==> src/rtl/seven_seg_scan_pkg.sv <==
// Shared constants for the seven-segment scan driver: hex glyphs and idle encodings.
package seven_seg_pkg;

  localparam logic [7:0] SEG_OFF = 8'hFF;
  localparam logic       AN_OFF  = 1'b1;

  // Active-high {a,b,c,d,e,f,g,dp}; entry 0 sits in the least significant byte.
  localparam logic [15:0][7:0] HEX_PAT = {
    8'h8E, 8'h9E, 8'h7A, 8'h9C, 8'h3E, 8'hEE, 8'hF6, 8'hFE,
    8'hE0, 8'hBE, 8'hB6, 8'h66, 8'hF2, 8'hDA, 8'h60, 8'hFC
  };

  function automatic logic [7:0] hex_pattern(input logic [3:0] nib);
    return HEX_PAT[nib];
  endfunction

endpackage

==> src/rtl/seven_seg_scan_if.sv <==
// Load/display bundle between the datapath (master) and the scan driver (slave).
interface seven_seg_scan_if #(
  parameter int NUM_DIGITS = 4
);
  // load is a single-cycle strobe with no back-pressure: the driver captures
  // value_in/dp_in on every rising edge where load=1, so holding it recaptures.
  logic                      load;
  logic [4*NUM_DIGITS-1:0]   value_in;
  logic [NUM_DIGITS-1:0]     dp_in;
  logic                      blank_lz;
  logic                      en;
  logic [7:0]                seg;
  logic [NUM_DIGITS-1:0]     an;
  logic                      frame_done;

  modport master (
    output load, value_in, dp_in, blank_lz, en,
    input  seg, an, frame_done
  );

  modport slave (
    input  load, value_in, dp_in, blank_lz, en,
    output seg, an, frame_done
  );
endinterface

==> src/rtl/seven_seg_scan_hex_to_seg.sv <==
// Combinational nibble-to-glyph decoder producing active-low segment drive.
module hex_to_seg
  import seven_seg_pkg::*;
(
  input  logic [3:0] nibble,
  input  logic       dp,
  output logic [7:0] seg
);

  assign seg = ~(hex_pattern(nibble) | {7'b0, dp});

endmodule

==> src/rtl/seven_seg_scan.sv <==
// Time-multiplexed common-anode display driver: slot/digit counters, held value,
// leading-zero blanking and registered seg/an/frame_done outputs.
module seven_seg_scan
  import seven_seg_pkg::*;
#(
  parameter int NUM_DIGITS  = 4,
  parameter int REFRESH_DIV = 100000,
  parameter int GAP_CYCLES  = 2
) (
  input  logic            clk,
  input  logic            rst_n,
  seven_seg_scan_if.slave bus
);

  localparam int CW        = (REFRESH_DIV > 1) ? $clog2(REFRESH_DIV) : 1;
  localparam int IW        = (NUM_DIGITS > 1) ? $clog2(NUM_DIGITS) : 1;
  localparam int DRIVE_LEN = REFRESH_DIV - GAP_CYCLES;
  localparam logic [CW-1:0] CNT_MAX = CW'(REFRESH_DIV - 1);
  localparam logic [IW-1:0] IDX_MAX = IW'(NUM_DIGITS - 1);

  logic [CW-1:0]           cnt;
  logic [IW-1:0]           idx;
  logic [4*NUM_DIGITS-1:0] value_q;
  logic [NUM_DIGITS-1:0]   dp_q;
  logic [NUM_DIGITS-1:0]   lz_blank;
  logic                    nz_above;
  logic [3:0]              cur_nib;
  logic                    cur_dp;
  logic [7:0]              cur_seg;
  logic                    drive;
  logic                    show;
  logic                    slot_end;
  logic [7:0]              seg_q;
  logic [NUM_DIGITS-1:0]   an_q;
  logic                    frame_done_q;

  // A digit is blanked when it and every more-significant nibble are zero.
  always_comb begin
    lz_blank = '0;
    nz_above = 1'b0;
    for (int i = NUM_DIGITS - 1; i > 0; i--) begin
      nz_above    = nz_above | (value_q[4*i +: 4] != 4'h0);
      lz_blank[i] = ~nz_above;
    end
  end

  assign cur_nib  = value_q[4*int'(idx) +: 4];
  assign cur_dp   = dp_q[idx];
  assign drive    = ({1'b0, cnt} < (CW+1)'(DRIVE_LEN));
  assign show     = drive & bus.en & ~(bus.blank_lz & lz_blank[idx]);
  assign slot_end = (cnt == CNT_MAX);

  hex_to_seg u_hex_to_seg (
    .nibble (cur_nib),
    .dp     (cur_dp),
    .seg    (cur_seg)
  );

  always_ff @(posedge clk or negedge rst_n) begin
    if (!rst_n) begin
      cnt <= '0;
      idx <= '0;
    end else if (slot_end) begin
      cnt <= '0;
      idx <= (idx == IDX_MAX) ? '0 : idx + 1'b1;
    end else begin
      cnt <= cnt + 1'b1;
    end
  end

  always_ff @(posedge clk or negedge rst_n) begin
    if (!rst_n) begin
      value_q <= '0;
      dp_q    <= '0;
    end else if (bus.load) begin
      value_q <= bus.value_in;
      dp_q    <= bus.dp_in;
    end
  end

  // Outputs show the (idx, cnt) state that was current before this edge.
  always_ff @(posedge clk or negedge rst_n) begin
    if (!rst_n) begin
      seg_q        <= SEG_OFF;
      an_q         <= {NUM_DIGITS{AN_OFF}};
      frame_done_q <= 1'b0;
    end else begin
      seg_q        <= show ? cur_seg : SEG_OFF;
      an_q         <= show ? ~(NUM_DIGITS'(1) << idx) : {NUM_DIGITS{AN_OFF}};
      frame_done_q <= slot_end & (idx == IDX_MAX);
    end
  end

  assign bus.seg        = seg_q;
  assign bus.an         = an_q;
  assign bus.frame_done = frame_done_q;

endmodule

==> src/flat_wrapper.sv <==
// flat-port wrapper written by rule: the top's interface ports become plain ports
module seven_seg_scan_flat import seven_seg_pkg::*;
#(
  parameter int NUM_DIGITS  = 4,
  parameter int REFRESH_DIV = 100000,
  parameter int GAP_CYCLES  = 2
)
  (clk, rst_n, bus_load, bus_value_in, bus_dp_in, bus_blank_lz, bus_en, bus_seg, bus_an, bus_frame_done);
  seven_seg_scan_if #(.NUM_DIGITS(NUM_DIGITS)) bus_i ();
  input  logic clk;
  input  logic rst_n;
  input wire logic [$bits(bus_i.load)-1:0] bus_load;
  input wire logic [$bits(bus_i.value_in)-1:0] bus_value_in;
  input wire logic [$bits(bus_i.dp_in)-1:0] bus_dp_in;
  input wire logic [$bits(bus_i.blank_lz)-1:0] bus_blank_lz;
  input wire logic [$bits(bus_i.en)-1:0] bus_en;
  output wire logic [$bits(bus_i.seg)-1:0] bus_seg;
  output wire logic [$bits(bus_i.an)-1:0] bus_an;
  output wire logic [$bits(bus_i.frame_done)-1:0] bus_frame_done;
  assign bus_i.load = bus_load;
  assign bus_i.value_in = bus_value_in;
  assign bus_i.dp_in = bus_dp_in;
  assign bus_i.blank_lz = bus_blank_lz;
  assign bus_i.en = bus_en;
  assign bus_seg = bus_i.seg;
  assign bus_an = bus_i.an;
  assign bus_frame_done = bus_i.frame_done;
  seven_seg_scan #(.NUM_DIGITS(NUM_DIGITS), .REFRESH_DIV(REFRESH_DIV), .GAP_CYCLES(GAP_CYCLES)) u_core (.clk(clk), .rst_n(rst_n), .bus(bus_i));
endmodule
==> config.mk <==
export PLATFORM = sky130hd
export DESIGN_NAME = seven_seg_scan_flat
export DESIGN_NICKNAME = d
export VERILOG_FILES = /design/src/rtl/seven_seg_scan_pkg.sv /design/src/rtl/seven_seg_scan_if.sv /design/src/rtl/seven_seg_scan_hex_to_seg.sv /design/src/rtl/seven_seg_scan.sv /design/src/flat_wrapper.sv
export SDC_FILE = /design/constraint.sdc
export NUM_CORES = 1
export LEC_CHECK = 0
export BUFFER_PORTS_ARGS = -buffer_cell sky130_fd_sc_hd__buf_2
export CAP_MARGIN = 20
export CORE_MARGIN = 1.5
export CORE_UTILIZATION = 54
export CTS_BUF_LIST = sky130_fd_sc_hd__clkbuf_4
export CTS_CLUSTER_DIAMETER = 80
export DETAILED_ROUTE_END_ITERATION = 10
export PLACE_DENSITY = 0.76
export SKIP_LAST_GASP = 1
export SLEW_MARGIN = 20
export SYNTH_ARGS = -nofsm -noshare
export SYNTH_HDL_FRONTEND = slang
export SYNTH_SLANG_ARGS = --single-unit
==> constraint.sdc <==
create_clock -name clk -period 4.1 [get_ports clk]
set_input_delay 0.82 -clock clk [delete_from_list [all_inputs] [get_ports clk]]
set_output_delay 0.82 -clock clk [all_outputs]
set_load 0.05 [all_outputs]
=== After elaboration in Yosys (flattened, before gate mapping) ===
Memories as Yosys holds them, arrays and structs flattened.
Index checks and enable logic that the tools add are counted.

* Word-level logic and storage cells: 42
* Output and inout port bits: 13
* Memories kept: 1
* Memory bits (read-only): 128
* Register bits: 52

* Bitwise logic cells: 13
* Magnitude comparators: 3
* Muxes and demuxes: 9
* Shifts and indexed selects: 2
* Equality and inequality tests: 2
* Reductions and logical operators: 3
* Add/sub/neg operators: 2

{| class="wikitable"
|+ Memories
! name !! words !! width !! rd ports !! clocked after Yosys merged registers in !! write ports !! line !! RTL
|-
| (no name shown) || 16 || 8 || 1 || 0 || 0 || seven_seg_scan_pkg.sv:14 || <nowiki>return HEX_PAT[nib];</nowiki>
|}

{| class="wikitable"
|+ Operator list
! operator !! number
|-
| adder 17 x 1 -> 17 bit (second input constant) || 1
|-
| == test 17 bit (second input constant) || 1
|-
| less-than comparator 17 bit (second input constant) || 1
|-
| 2-to-1 mux 17 bit || 1
|-
| 2-to-1 mux 8 bit || 2
|-
| indexed part select 16 x 5 -> 4 bit || 1
|-
| nonzero test 4 bit || 3
|-
| NOT 8 bit || 1
|-
| bitwise OR 8 x 1 -> 8 bit || 1
|-
| less-than comparator 4 x 5 -> 1 bit (second input constant) || 1
|-
| bitwise AND 1 bit || 4
|-
| binary-select mux 1 bit (select 2 bit) || 2
|-
| 2-to-1 mux 4 bit || 1
|-
| NOT 1 bit || 4
|-
| NOT 4 bit || 1
|-
| left shift 1 x 2 -> 4 bit (first input constant) || 1
|-
| less-than comparator 2 x 3 -> 1 bit (second input constant) || 1
|-
| adder 2 x 1 -> 2 bit (second input constant) || 1
|-
| == test 2 bit (second input constant) || 1
|-
| 2-to-1 mux 1 bit || 2
|-
| 2-to-1 mux 2 bit || 1
|-
| bitwise OR 1 bit || 2
|}

=== Depth between registers and ports, before layout ===
* Depth in word-level cells: 10
* Mapped depth: 8

=== Modules after synthesis ===
From an unflattened synthesis, not the netlist that was laid out.

* Cells, all modules: 207
* Area, all modules: 2638.8 um^2

{| class="wikitable"
|+ By module, submodules not included
! module !! instances !! sequential area each (um^2) !! cells an instance !! area an instance (um^2)
|-
| seven_seg_scan || 1 || 1316.3 || 175 || 2383.5
|-
| hex_to_seg || 1 || 0.0 || 32 || 255.2
|}

=== Worst setup path after synthesis ===
No wires, ideal clock.

* Path kind: register -> register
* Start: reg u_core.idx[0]
* End: reg u_core.seg_q[7] (netlist: u_core.bus.seg[7])
* Period minus slack after synthesis: 1.809 ns
* Setup slack: 2.291 ns
* Setup time: 0.098 ns
* Data arrival time: 1.711 ns
* Path buffers: 1
* Required time: 4.002 ns
* Cell stages (with the launch flop): 7
* Cells stage by stage: dfrtp_1 buf_6 mux4_2 inv_1 ha_1 inv_1 o311ai_1

* Word-level cells in the longest chain between the ends: 6
* Elaborated cells between the ends (all ways): 11
* Classes of those cells: shift: 1; mux: 4; bitwise: 5; memory: 1

{| class="wikitable"
|+ RTL lines
! item !! line !! RTL
|-
| start: declaration || seven_seg_scan.sv:22 || <nowiki>logic [IW-1:0] idx;</nowiki>
|-
| start signal: assignment || seven_seg_scan.sv:65 || <nowiki>idx <= (idx == IDX_MAX) ? '0 : idx + 1'b1;</nowiki>
|-
| indexed part select 16 x 5 -> 4 bit or binary-select mux 1 bit (select 2 bit) (tied branches) || seven_seg_scan.sv:47, seven_seg_scan.sv:50 ||
|-
| memory (16 x 8 bit) or 2-to-1 mux 1 bit (tied branches) || - ||
|-
| 2-to-1 mux 8 bit (not written as such) or bitwise AND 1 bit (tied branches) || seven_seg_scan_pkg.sv:14, seven_seg_scan.sv:50 ||
|-
| bitwise OR 8 x 1 -> 8 bit or NOT 1 bit (tied branches) || seven_seg_scan_hex_to_seg.sv:10, seven_seg_scan.sv:50 ||
|-
| NOT 8 bit or bitwise AND 1 bit (tied branches) || seven_seg_scan_hex_to_seg.sv:10, seven_seg_scan.sv:50 ||
|-
| 2-to-1 mux 8 bit * || seven_seg_scan.sv:88 || <nowiki>seg_q <= show ? cur_seg : SEG_OFF;</nowiki>
|-
| end signal: assignment || seven_seg_scan.sv:88 ||
|-
| end: declaration || seven_seg_scan.sv:33 || <nowiki>logic [7:0] seg_q;</nowiki>
|}

Mark *: on every way between the ends. The rest lies on a longest branch, timed or not. The select of a mux whose other input is x is not followed.
A chain may end at the register's enable or synchronous reset.

=== Worst setup path after layout ===
* Start: reg u_core.cnt[2]
* End: reg u_core.seg_q[2] (netlist: u_core.bus.seg[2])

* Word-level cells in the longest chain between the ends: 4

{| class="wikitable"
|+ RTL lines
! item !! line !! RTL
|-
| start: declaration || seven_seg_scan.sv:21 || <nowiki>logic [CW-1:0] cnt;</nowiki>
|-
| start signal: assignment || seven_seg_scan.sv:67 || <nowiki>cnt <= cnt + 1'b1;</nowiki>
|-
| less-than comparator 17 bit || seven_seg_scan.sv:49 || <nowiki>assign drive = ({1'b0, cnt} < (CW+1)'(DRIVE_LEN));</nowiki>
|-
| bitwise AND 1 bit (2 in series) || seven_seg_scan.sv:50 || <nowiki>assign show = drive & bus.en & ~(bus.blank_lz & lz_blank[idx]);</nowiki>
|-
| 2-to-1 mux 8 bit || seven_seg_scan.sv:88 ||
|}

Every way passes these cells.

==> impl_metrics.ini <==
[cts]
ctsResizeCount = 0
clock_latency_ns = 0.36
htreeDepth = 2
clock_path_buffers = 2
clk_pin_slew_ns = 0.15
numClockSinks = 52
cts_tree = built
clockRootBuffer = clkbuf_4
post_cts_buffers = 0
cts_made_buffers = 5
cts_hold_buffers = 0

[worst_setup_path]
end_kind = register
worstReg2RegEnd = u_core.bus.seg[2]$_DFF_PN1_
slowest_stage = a311oi_2
cp.required_ns = 4.37
rrSetupSlack_ns = 1.90
max_stage_delay_ns = 0.77
cp_common_cell = a311oi_2
arrival_ns = 2.46
crit_type = reg -> reg
critPathTopFamily = compound AO/OA/AOI/OAI gates
worstPathMaxFanout = 12
timing.rr.start = u_core.cnt[2]$_DFF_PN0_
cp_num_buf_inv = 0
cp-start-kind = register
cp_cell_sequence = and3_1 > a311oi_2 > o21ai_1 > a311oi_2 > o221ai_1
reg2regPathDepth = 5

[routing]
wl_met2_mm = 2.077
wl_mm = 4.342
top_layer_used = met4
wl_per_cell_um = 14.62
drc = 0
wl_met1_mm = 1.993
drt_iter0_markers = 110
dr_wl_met3_um = 206
dr_total_vias = 1656
via_per_inst = 5.576
firstDrtPassIters = 4
ant_nets = 0

[power_and_ir_drop]
ir_worst_vdd_mv = 0.1952
leakagePower_nw = 1.231
p_per_area_mw_per_mm2 = 336.7

[finish]
nNetsFinal = 280
areaGrowthSynthToFinish_pct = 11.56
finalInstanceArea_sq_mm = 0.002801
nFillCells = 335
drive_above_1_share = 0.2857
diodes = 0

[placement]
place_area_sq_mm = 0.002713
place.gp.congestion = 0.8716
dp_hpwl_mm = 3.056
port_buffers = 37

[timing]
maxSlewViolCount = 0
tightest_slew_ns = 0.8294
hold_ws_ns = 0.4120
slew_headroom = 0.4471
post-route-min-period_ns = 2.195
timing.fmax_mhz = 455.5
period_share = 0.5355
hold_violations = 0
fin_skew_ns = 0.01635
rsz0062_at_grt = no
setup_viol = 0
finalSetupTns_ns = 0

[synthesis]
syn_area_sq_mm = 0.002511
synth.ff_latch_count = 52
ys_types = 37
syn-num-nets = 242
syn-mean-instance-area_sq_um = 12.19
syn_inst = 206
ys_warn_count = 0
seq_area_frac_synth = 0.5242

[global_routing]
grt_pass1_wl_mm = 7.514
overflow = 0
antenna_found_initial = 0
first_global_vias = 1640
grt_max_degree = 46
grt_usage = 0.1930

[floorplan]
io_pins = 38
core_sq_mm = 0.004414
die_area_sq_mm = 0.005069
rows = 24
die_w_um = 71.20
initial_core_util = 0.5689
die_h_um = 71.20

[worst_hold_path]
hold_class = in -> async

[outcome]
outcome = completed

[job]
max_cap_violations = 0
## worst max-delay path by stage
| stage | start | endpoint | slack, ns | depth (start not counted) |
|---|---|---|---|---|
| after floorplan | u_core.idx[0]$_DFFE_PN0N_ | u_core.bus.seg[7]$_DFF_PN1_ | 2.29 | 6 |
| after detailed placement | u_core.cnt[2]$_DFF_PN0_ | u_core.bus.seg[2]$_DFF_PN1_ | 1.89 | 5 |
| after global routing | u_core.cnt[2]$_DFF_PN0_ | u_core.bus.seg[2]$_DFF_PN1_ | 1.62 | 5 |
| after CTS | u_core.cnt[2]$_DFF_PN0_ | u_core.bus.seg[2]$_DFF_PN1_ | 1.87 | 5 |
| final | u_core.cnt[2]$_DFF_PN0_ | u_core.bus.seg[2]$_DFF_PN1_ | 1.90 | 5 |
| after global placement | u_core.cnt[2]$_DFF_PN0_ | u_core.bus.seg[2]$_DFF_PN1_ | 1.95 | 5 |
## kinds of logic (layout without fill, tap and decap cells)
kind of cell / Yosys count / count (layout) / synth area share
AND/OR/NAND/NOR: 64 / 64 / 0.1276
flip-flops: 52 / 52 / 0.5242
multiplexers: 27 / 27 / 0.1435
AO/OA/AOI/OAI: 25 / 25 / 0.07523
buffers and inverters: 15 / 54 / 0.03289
XOR/XNOR: 12 / 12 / 0.04185
adder cells (fa/ha/maj): 11 / 11 / 0.05481
## registers in the layout, summed over array words and instances (netlist names)
name / flops
u_core.value_q: 16
u_core.bus.frame_done: 1
u_core.idx: 2
u_core.bus.an: 4
u_core.dp_q: 4
u_core.bus.seg: 8
u_core.cnt: 17
## layout make-up
type | instances | area, sq um | share of cell area
flip-flops and latches | 52 | 1316 | 0.4699
multi-input cells | 139 | 1112 | 0.3971
repair buffers | 39 | 220.2 | 0.07861
well taps | 52 | 65.06 | 0.02322
clock buffers | 7 | 52.55 | 0.01876
inverters | 7 | 26.28 | 0.009379
clock inverters | 1 | 8.758 | 0.003126
## Yosys cell counts (all sizes together)
library cell  number  share of area
a21oi              4         0.0080
a22o               1         0.0035
a22oi              2         0.0060
a311oi             2          0.012
and2               3         0.0075
and3               1         0.0025
and4               1         0.0035
buf                6          0.019
clkbuf             2         0.0030
dfrtp             40           0.40
dfstp             12           0.13
ha                11          0.055
inv                7          0.010
mux2              22          0.099
mux4               5          0.045
nand2             16          0.024
nand2b             1         0.0025
nand3             10          0.020
nand4              4          0.010
nor2              14          0.021
nor2b              4          0.010
nor3               1         0.0040
nor3b              1         0.0030
nor4               5          0.012
o211ai             2         0.0080
o21a               3         0.0090
o21ai              8          0.016
o221ai             2         0.0095
o311ai             1         0.0035
or3                3         0.0075
xnor2              4          0.014
xor2               8          0.028
## placed cells by master, fill, tap and decap left out, drive strengths merged, types with 2 or more instances in the layout
cell	netlist	final
dfrtp	40	40
buf	6	39
mux2	22	22
nand2	16	16
nor2	14	14
dfstp	12	12
ha	11	11
nand3	10	10
xor2	8	8
o21ai	8	8
inv	7	7
clkbuf	2	7
nor4	5	5
mux4	5	5
nand4	4	4
a21oi	4	4
xnor2	4	4
nor2b	4	4
and2	3	3
or3	3	3
o21a	3	3
a311oi	2	2
a22oi	2	2
o221ai	2	2
o211ai	2	2
## worst register-to-register path, stage by stage, from the launching register on
cell and delay, ns:
dfrtp_1 0.44, and3_1 0.27, a311oi_2 0.27, o21ai_1 0.10
a311oi_2 0.77, o221ai_1 0.25
## layer usage
layer  vias up  GRT usage
met5         -          0
met4         0    0.07757
met3         5    0.03989
met2        43     0.2963
met1       799     0.2708
li1        809          -
## report_power, final
group          total [mW]  switching [mW]  internal [mW]
Clock               0.236           0.153         0.0825
Combinational       0.143          0.0889         0.0543
Sequential          0.564          0.0158          0.548
## metrics by stage
stage,utilization,std cells,total power [mW],setup slack [ns]
after floorplan,-,206,0.6709,2.291
after global placement,0.6145,288,0.7107,1.948
after detailed placement,0.6145,288,0.7137,1.891
after CTS,0.6284,296,0.9500,1.872
after global routing,0.6346,297,0.9906,1.618
final,0.6346,297,0.9432,1.905
Power figures use the tool's default switching activity.
